File: src/rtl/alu4.sv
// Registered arithmetic/logic execute stage: ADD, SUB, AND, OR on two operands.
// Result and flags are computed combinationally and captured together on each rising edge.
module alu4 #(
  parameter int unsigned WIDTH = 4
) (
  input  logic             clk,
  input  logic             rst,
  input  logic [WIDTH-1:0] A,
  input  logic [WIDTH-1:0] B,
  input  logic [1:0]       S,
  output logic [WIDTH-1:0] Out,
  output logic             CarryOut,
  output logic             Zero,
  output logic             Overflow
);

  typedef enum logic [1:0] {
    OP_ADD = 2'b00,
    OP_SUB = 2'b01,
    OP_AND = 2'b10,
    OP_OR  = 2'b11
  } op_e;

  op_e              op;
  logic [WIDTH-1:0] b_opnd;
  logic             carry_in;
  logic [WIDTH:0]   sum;

  logic [WIDTH-1:0] out_d,      out_q;
  logic             carry_d,    carry_q;
  logic             zero_d,     zero_q;
  logic             overflow_d, overflow_q;

  // ADD and SUB share one adder; SUB feeds ~B with a carry-in of 1.
  always_comb begin
    op       = op_e'(S);
    b_opnd   = (op == OP_SUB) ? ~B : B;
    carry_in = (op == OP_SUB);
    sum      = {1'b0, A} + {1'b0, b_opnd} + {{WIDTH{1'b0}}, carry_in};
  end

  always_comb begin
    out_d      = '0;
    carry_d    = 1'b0;
    overflow_d = 1'b0;
    unique case (op)
      OP_ADD: begin
        out_d      = sum[WIDTH-1:0];
        carry_d    = sum[WIDTH];
        overflow_d = (A[WIDTH-1] == B[WIDTH-1]) && (sum[WIDTH-1] != A[WIDTH-1]);
      end
      OP_SUB: begin
        out_d      = sum[WIDTH-1:0];
        carry_d    = sum[WIDTH];
        overflow_d = (A[WIDTH-1] != B[WIDTH-1]) && (sum[WIDTH-1] != A[WIDTH-1]);
      end
      OP_AND: out_d = A & B;
      OP_OR:  out_d = A | B;
      default: out_d = '0;
    endcase
    zero_d = (out_d == '0);
  end

  always_ff @(posedge clk or posedge rst) begin
    if (rst) begin
      out_q      <= '0;
      carry_q    <= 1'b0;
      zero_q     <= 1'b0;
      overflow_q <= 1'b0;
    end else begin
      out_q      <= out_d;
      carry_q    <= carry_d;
      zero_q     <= zero_d;
      overflow_q <= overflow_d;
    end
  end

  assign Out      = out_q;
  assign CarryOut = carry_q;
  assign Zero     = zero_q;
  assign Overflow = overflow_q;

endmodule

File: config.mk
export PLATFORM = sky130hd
export DESIGN_NAME = alu4
export DESIGN_NICKNAME = d
export VERILOG_FILES = /design/src/rtl/alu4.sv
export SDC_FILE = /design/constraint.sdc
export NUM_CORES = 1
export LEC_CHECK = 0
export BUFFER_PORTS_ARGS = -buffer_cell sky130_fd_sc_hd__buf_2
export CAP_MARGIN = 20
export CORE_AREA = 10 10 47 49
export DETAILED_ROUTE_END_ITERATION = 16
export DIE_AREA = 0 0 57 59
export GPL_ROUTABILITY_DRIVEN = 0
export PLACE_DENSITY = 0.8
export REMOVE_ABC_BUFFERS = 1
export SYNTH_ARGS = -nofsm -noshare
export SYNTH_HDL_FRONTEND = slang
export SYNTH_SLANG_ARGS = --single-unit
export TNS_END_PERCENT = 50
File: constraint.sdc
create_clock -name clk -period 0.8 [get_ports clk]
set_clock_uncertainty 0.1 [all_clocks]
set_input_delay 0.08 -clock clk [delete_from_list [all_inputs] [get_ports clk]]
set_output_delay 0.08 -clock clk [all_outputs]
set_load 0.1 [all_outputs]
==> qor.yml, run 1 <==
core_um2: 1401
syn_avg_cell_area_um2: 10.27
path_buf_inv: 2
layout_setup_ws_ns: -0.7757
rsz0062_at_grt: "yes"
max_stage_delay_ns: 0.45
ys_ff_latch: 7
first_pass_iters: 5
power_density_nw_per_um2: 1747
drive_gt1_frac: 0.6100
cts_buffers: 3
rows: 14
placed_cells: 103
worst_pin_slew_ns: 0.3400
drt_iter0_drc: 5
synth_top_area_cell: "dfrtp_1"
grt_antenna_before_repair: 0
stdcell_count: 116
drc_errors: 0
fp.dieW_um: 57
async_flop_share: 1.000
track_usage: 0.1248
grt_pass1_wl_mm: 3.208
dp_hpwl_mm: 1.208
hold_viol: 0
synth_cell_types: 27
cp_top_family: "simple AND/OR/NAND/NOR gates"
hold_path_class: "input port to flop"
cts_root_buffer: "clkbuf_4"
clockBufferDepth: 2
synth_ff_type: "dfrtp_1"
area_growth_pct: 90.60
io_buffers: 18
cts_tree: "built"
clock-sinks: 7
layout_min_cycle_time_ns: 1.576
initial_core_util: 0.4179
worstPathCellList: "buf_8 -> buf_6 -> nor3b_4 -> a21o_2 -> fa_2 -> o2bb2ai_4 -> nor4b_2 -> o211a_1"
htree_levels: 1
timing.fmax_ghz: 0.6346
final_util: 0.7964
die_y_um: 59
maxSlewHeadroom: 0.7709
finalSetupViolations: 14
vias: 625
startpoint_type: "input port"
nets: 121
io_pins: 19
synthesis.area_um2: 585.6
post_drt_via_cell_ratio: 5.388
synth_cells: 57
crit_fanout: 2
p_total_mw: 1.950
crit_arrival_ns: 1.67
status: "complete, but fails checks"
synth.area.top_cells: "dfrtp_1, ha_1, xnor2_1"
synth_edf_count: 0
dp_slack_ns: -1.132
peakVddDrop_v: 0.0008202
grt_max_degree: 11
clk_pin_slew_ns: 0.05
netlist_top_cells_count: "dfrtp_1, ha_1, inv_1, xnor2_1"
drt-total-wl_mm: 2.092
dieArea_um2: 3363
fin_crit_sh: 1.970
yosysWarnings: 0
crit_required_ns: 0.89
overflow: 0
fin_tns_setup_ns: -4.814
wl_per_cell_um: 18.03
power_leakage_nw: 0.5762
ant_nets: 0
critical_path_class: "input port to flop"
cp-end-kind: "flop"
diodes: 0
drv_slew: 0
crit_slowest_cell: "fa_2"
violations: "negative setup slack"
maxCapViolCount: 0
first_global_vias: 732
seq_area_frac_synth: 0.2991
yosys.area.top_type_share: 0.2991
## per-stage QoR
stage	hold WS [ns]	cell area, um^2
after floorplan	-0.2166	569.3
after global placement	-0.09479	889.6
after detailed placement	-0.09047	889.6
after CTS	0.1025	1070
after global routing	0.1346	1116
final	0.1249	1116
## placed cells by master, fill, tap and decap left out, types with 2 or more instances in the layout
cell type / netlist / final
buf_2: 1 / 9
ha_1: 7 / 6
buf_4: 0 / 21
buf_12: 0 / 7
xnor2_1: 5 / 2
o21ai_1: 0 / 2
buf_8: 0 / 2
nand2_1: 3 / 2
xnor2_2: 0 / 2
nor2_1: 3 / 2
dfrtp_1: 7 / 7
inv_1: 7 / 6
clkbuf_4: 0 / 3
## repair_timing
item,in CTS,in global routing
setup buffers,7,1
pin swaps,14,10
cloned,0,0
hold buffers,1,0
endpoints found under the hold margin,7,0
gates resized for setup,18,8
setup endpoints to repair,14,14
## report_power, final
part | total, mW | internal, mW | switching [mW] | leakage, nW
logic | 1.19 | 0.522 | 0.666 | 0.474
clock network | 0.320 | 0.190 | 0.129 | 0.0150
registers | 0.443 | 0.404 | 0.0387 | 0.0876
## layout make-up
cell class | count | area [um^2]
multi-input combinational | 41 | 474.2
timing repair buffer | 41 | 394.1
fill | 78 | 285.3
sequential | 7 | 175.2
clock buffer | 4 | 26.28
inverter | 7 | 26.28
tap | 16 | 20.02
## layer usage
layer  GRT usage  part of all wire  up-vias
li1            -                 -      277
met1     0.08454              0.29      284
met2      0.2403              0.54       41
met3     0.04506             0.080       23
met4      0.1376             0.092        0
met5           0                 0        -
## kinds of logic (layout without fill, tap and decap cells)
kind of cell	Yosys count	count (layout)	share of synthesized area
flops	7	7	0.2991
simple gates	11	11	0.1175
compound gates	13	13	0.1624
xor+xnor	7	7	0.1282
mux	1	1	0.01709
buf+inv	9	52	0.07265
fa+ha+maj	9	9	0.2030
## state kept, by name (all words and copies together) (netlist names)
register  count
CarryOut      1
Out           4
Overflow      1
Zero          1
## worst paths after layout
kind / from / endpoint / slack (ns) / depth (start not counted)
max: S[1] / Zero$_DFF_PP0_ / -0.78 / 8
min: A[1] / Out[1]$_DFF_PP0_ / 0.12 / 3
max in group asynchronous: rst / Overflow$_DFF_PP0_ / 0.21 / 3
min in group asynchronous: rst / Out[0]$_DFF_PP0_ / 0.19 / 3
Note: power is estimated with default switching activity, not from simulation.
==> inputs of run 2 (changes only) <==
CORE_AREA = 2 2 39 41   (was 10 10 47 49)
DIE_AREA = 0 0 41 43   (was 0 0 57 59)
clock period = 1.8 ns   (was 0.8 ns; I/O delays follow)
==> qor.yml, run 2 (same netlist as run 1, synthesis figures left out) <==
status: "complete, no violations"
multi_input_area_um2: 375.4  # -21%
crit_fanout: 11  # +9
io_buffers: 18  # unchanged
peakVddDrop_v: 0.0002832  # -65%
dp_hpwl_um: 958.6  # -21%
clkPwrFrac: 0.202  # +0.038
first_global_vias: 500  # -32%
power.share.switching: 0.4569  # +0.02921
maxCapViolCount: 0  # unchanged
cp-end-kind: "flop"
htree_levels: 1  # unchanged
min_path_cells: 3  # unchanged
seq_area_um2: 175.2  # unchanged
clockBufferDepth: 2  # unchanged
hold_ws_ns: 0.1918  # +0.06699 ns
final_area_um2: 790.8  # -29%
nets: 108  # -11%
track_usage: 0.1424  # +0.01764
crit_arrival_ns: 1.77  # +0.10 ns
fp.dieW_um: 41  # -28%
drv_slew: 0  # unchanged
fin_tns_setup_ns: 0  # +4.814 ns
internal-power_mw: 0.3723  # -67%
timing.fmax_ghz: 0.5928
overflow: 0  # unchanged
vias: 496  # -21%
grt_pass1_wl_mm: 1.766  # -45%
startpoint_type: "input port"
post_drt_via_cell_ratio: 4.816  # -11%
seqPwrFrac: 0.268  # +0.041
cts_tree: "built"
drt_iter0_drc: 5  # unchanged
maxSlewHeadroom: 0.6779  # -0.09302
cts_buffers: 3  # unchanged
rows: 14  # unchanged
clock-sinks: 7  # unchanged
crit_required_ns: 1.88  # +0.99 ns
hold_path_class: "input port to flop"
ant_nets: 0  # unchanged
io_pins: 19  # unchanged
die_y_um: 43  # -27%
grt_antenna_before_repair: 0  # unchanged
diodes: 0  # unchanged
hold_viol: 0  # unchanged
power_leakage_nw: 0.4463  # -23%
area_growth_pct: 35.04
drive_gt1_frac: 0.4138  # -0.1962
drt-total-wl_mm: 1.162  # -44%
grt_max_degree: 12  # +1
worst_pin_slew_ns: 0.4865  # +0.1465 ns
initial_core_util: 0.4231  # +0.005289
core_um2: 1384  # -1.2%
place_area_um2: 747.0  # -16%
final_cell_mix: "buf_2, buf_4, dfrtp_1, inv_1, ha_1"
first_pass_iters: 4  # -1
wl_per_cell_um: 11.28  # -37%
finalSetupViolations: 0  # -14
drc_errors: 0  # unchanged
combPwrFrac: 0.530  # -0.079
rsz0062_at_grt: "no"
p_total_mw: 0.6855  # -65%
power_density_nw_per_um2: 866.9  # -50%
layout_commonest_cell: "buf_2"
fillCellCount: 123  # +58%
dieArea_um2: 1763  # -48%
fin_crit_sh: 0.9372
largest_reg_flops: 4  # unchanged
switchingPower_mw: 0.3132  # -62%
clk_pin_slew_ns: 0.05  # about the same
cts_root_buffer: "clkbuf_4"
critical_path_class: "input port to flop"
layout_min_cycle_time_ns: 1.687
stdcell_count: 103  # -11%
placed_cells: 98  # -4.9%
==> run 2: cell count changes in the layout (fill, tap and decap cells not counted), sizes merged <==
cell	delta
buf	-13
==> run 2: power by group through the flow <==
stage	registers (mW)	logic [mW]	clock network (mW)
after detailed placement	0.187	0.358	0
after global placement	0.185	0.352	0
final	0.184	0.363	0.139
after CTS	0.184	0.363	0.143
after global routing	0.187	0.386	0.146
after floorplan	0.348	0.111	0
==> run 2: timing repair <==
item / CTS / global route
gates resized for setup: 0 / 1
endpoints found under the setup margin: 0 / 2
hold buffers: 1 / 0
endpoints found under the hold margin: 7 / 0
setup buffers: 0 / 0
==> run 2: critical path: stages <==
cell and delay [ns]:
buf_2 0.11, buf_4 0.16, nor3b_2 0.18, a21o_2 0.14, fa_1 0.41, o2bb2ai_1 0.16
nor4b_2 0.26, o211a_1 0.17
==> run 2: per-layer routing <==
layer  share of wire  global-route usage  vias to the layer above
met5               0                   0                        -
met2            0.54              0.2688                       16
met4           0.012             0.06000                        0
met3           0.065             0.02094                        2
li1                -                   -                      251
met1            0.39              0.1377                      227
==> run 2: final timing paths <==
kind | start | endpoint | slack, ns
min | S[1] | CarryOut$_DFF_PP0_ | 0.19
max | S[1] | Zero$_DFF_PP0_ | 0.11
max in group asynchronous | rst | CarryOut$_DFF_PP0_ | 1.11
min in group asynchronous | rst | Out[1]$_DFF_PP0_ | 0.29
==> run 2: area by class of cell <==
class	count	area share
inverter	7	0.03323
multi-input combinational	41	0.4747
clock buffer	4	0.03323
tap	16	0.02532
sequential	7	0.2215
timing repair buffer	28	0.2120
==> run 2: metrics by stage <==
stage          utilization  setup slack [ns]
3_5_place_dp        0.5398           -0.1831
5_1_grt             0.5714           0.02633
2_1_floorplan            -         -0.001593
3_3_place_gp        0.5398           -0.1372
4_1_cts             0.5660           0.05561
6_report            0.5714            0.1131
==> inputs of run 3 (changes only) <==
--- a/config.mk
+++ b/config.mk
@@ -14,4 +14,5 @@
 export PLACE_DENSITY = 0.8
 export REMOVE_ABC_BUFFERS = 1
+export SKIP_LAST_GASP = 1
 export SYNTH_ARGS = -nofsm -noshare
 export SYNTH_HDL_FRONTEND = slang
==> constraint.sdc (replaced) <==
create_clock -name clk -period 1.8 [get_ports clk]
set_clock_uncertainty 0.1 [all_clocks]
set_input_delay 0.27 -clock clk [delete_from_list [all_inputs] [get_ports clk]]
set_output_delay 0.27 -clock clk [all_outputs]
set_load 0.1 [all_outputs]
==> qor.yml, run 3 (same netlist as run 1, synthesis figures left out) <==
status: "complete, no violations"
power_leakage_nw: 0.4771  # +6.9%
track_usage: 0.1616  # +0.01919
drive_gt1_frac: 0.4889  # +0.07510
rsz0062_at_grt: "yes"
grt_pass1_wl_mm: 1.911  # +8.2%
hold_viol: 0  # unchanged
cp_top_family: "XOR/XNOR gates"
vias: 519  # +4.6%
maxSlewHeadroom: 0.6780  # about the same
ant_nets: 0  # unchanged
grt_max_degree: 12  # unchanged
dp_hpwl_mm: 1.011  # +5.5%
first_pass_iters: 3  # -1
hold_ws_ns: 0.2625  # +0.07068 ns
initial_core_util: 0.4231  # unchanged
drt_iter0_drc: 4  # -1
io_buffers: 18  # unchanged
dieArea_um2: 1763  # unchanged
clock-sinks: 7  # unchanged
rows: 14  # unchanged
fp.dieW_um: 41  # unchanged
core_um2: 1384  # unchanged
final_cell_mix: "buf_2, buf_4, dfrtp_1, ha_1, inv_1"
critical_path_class: "input port to flop"
finalSetupViolations: 0  # unchanged
hold_path_class: "input port to flop"
startpoint_type: "input port"
layout_commonest_cell: "buf_2"
cp-end-kind: "flop"
fin_crit_sh: 0.9818  # +0.04459
cts_buffers: 3  # unchanged
timing.fmax_ghz: 0.5659  # -4.5%
worstPathCellList: "buf_2 -> inv_2 -> nand2_4 -> xnor2_4 -> ha_1 -> o21a_1 -> o22ai_2 -> xnor3_1 -> and3_1"
largest_reg_flops: 4  # unchanged
htree_levels: 1  # unchanged
cts_root_buffer: "clkbuf_4"
power_density_nw_per_um2: 837.7  # -3.4%
drc_errors: 0  # unchanged
diodes: 0  # unchanged
clk_pin_slew_ns: 0.05  # about the same
crit_fanout: 3  # -8
min_to: "CarryOut$_DFF_PP0_"
max_stage_delay_ns: 0.30  # -0.11 ns
maxCapViolCount: 0  # unchanged
drt-total-wl_mm: 1.263  # +8.7%
die_y_um: 43  # unchanged
io_pins: 19  # unchanged
wl_per_cell_um: 11.92  # +5.6%
crit_required_ns: 1.84  # -0.04 ns
hp-start: "S[1]"
post_drt_via_cell_ratio: 4.896  # +1.7%
worst_pin_slew_ns: 0.4863  # -0.0001674 ns
min_path_cells: 3  # unchanged
crit_arrival_ns: 1.80  # +0.03 ns
peakVddDrop_v: 0.0002865  # +1.1%
drv_slew: 0  # unchanged
overflow: 0  # unchanged
p_total_mw: 0.7190  # +4.9%
cts_tree: "built"
path_buf_inv: 2  # unchanged
area_growth_pct: 46.58
grt_antenna_before_repair: 0  # unchanged
clockBufferDepth: 2  # unchanged
nets: 111  # +2.8%
crit_slowest_cell: "ha_1"
layout_min_cycle_time_ns: 1.767  # +0.08026 ns
first_global_vias: 474  # -5.2%
## run 3: worst max path at each step
| stage | cells past startpoint | start | slack, ns | endpoint |
|---|---|---|---|---|
| 2_1_floorplan | 8 | S[1] | -0.09 | Overflow$_DFF_PP0_ |
| 3_3_place_gp | 9 | S[1] | -0.22 | Overflow$_DFF_PP0_ |
| 3_5_place_dp | 9 | S[1] | -0.30 | Overflow$_DFF_PP0_ |
| 4_1_cts | 9 | S[1] | -0.03 | Zero$_DFF_PP0_ |
| 5_1_grt | 9 | S[1] | -0.04 | Overflow$_DFF_PP0_ |
| 6_report | 9 | S[1] | 0.03 | Overflow$_DFF_PP0_ |
## run 3: per-layer routing
layer / vias up / share of wire / global-route usage
met5: - / 0 / 0
met4: 0 / 0.0048 / 0.08000
met3: 2 / 0.055 / 0.03141
met2: 14 / 0.55 / 0.2781
met1: 244 / 0.39 / 0.1738
li1: 259 / - / -
## run 3: cell type report
| type | instances | area, um^2 |
|---|---|---|
| fillers | 118 | 525.5 |
| inverters | 7 | 26.28 |
| clock buffers | 4 | 26.28 |
| well taps | 16 | 20.02 |
| repair buffers | 31 | 193.9 |
| multi-input cells | 41 | 416.7 |
| flip-flops and latches | 7 | 175.2 |
## run 3: through the flow
step	util	std cells	setup WS (ns)	area, um^2	setup TNS, ns
after global placement	0.5506	100	-0.2205	762.0	-0.5491
after detailed placement	0.5506	100	-0.3036	762.0	-0.8086
final	0.6203	106	0.03282	858.3	0
after global routing	0.6203	106	-0.03610	858.3	-0.09607
after CTS	0.5823	105	-0.03150	805.8	-0.03150
after floorplan	-	55	-0.09159	569.3	-0.1190
## run 3: tightest hold or removal path, delay by kind of cell
family                 cells  cell delay, ns
buffers and inverters      2            0.24
AND/OR/NAND/NOR            1            0.05
## run 3: where the power goes
| part | leakage (nW) | switching [mW] | internal [mW] |
|---|---|---|---|
| clock network | 0.0150 | 0.0583 | 0.0846 |
| logic | 0.375 | 0.266 | 0.126 |
| registers | 0.0876 | 0.00522 | 0.179 |
## run 3: what timing repair did
action / 4_1_cts / 5_1_grt
endpoints found under the hold margin: 7 / 0
endpoints found under the setup margin: 2 / 3
gates resized for setup: 1 / 9
buffers inserted: 0 / 1
gates cloned: 0 / 0
hold buffers: 1 / 0
pin swaps: 0 / 7
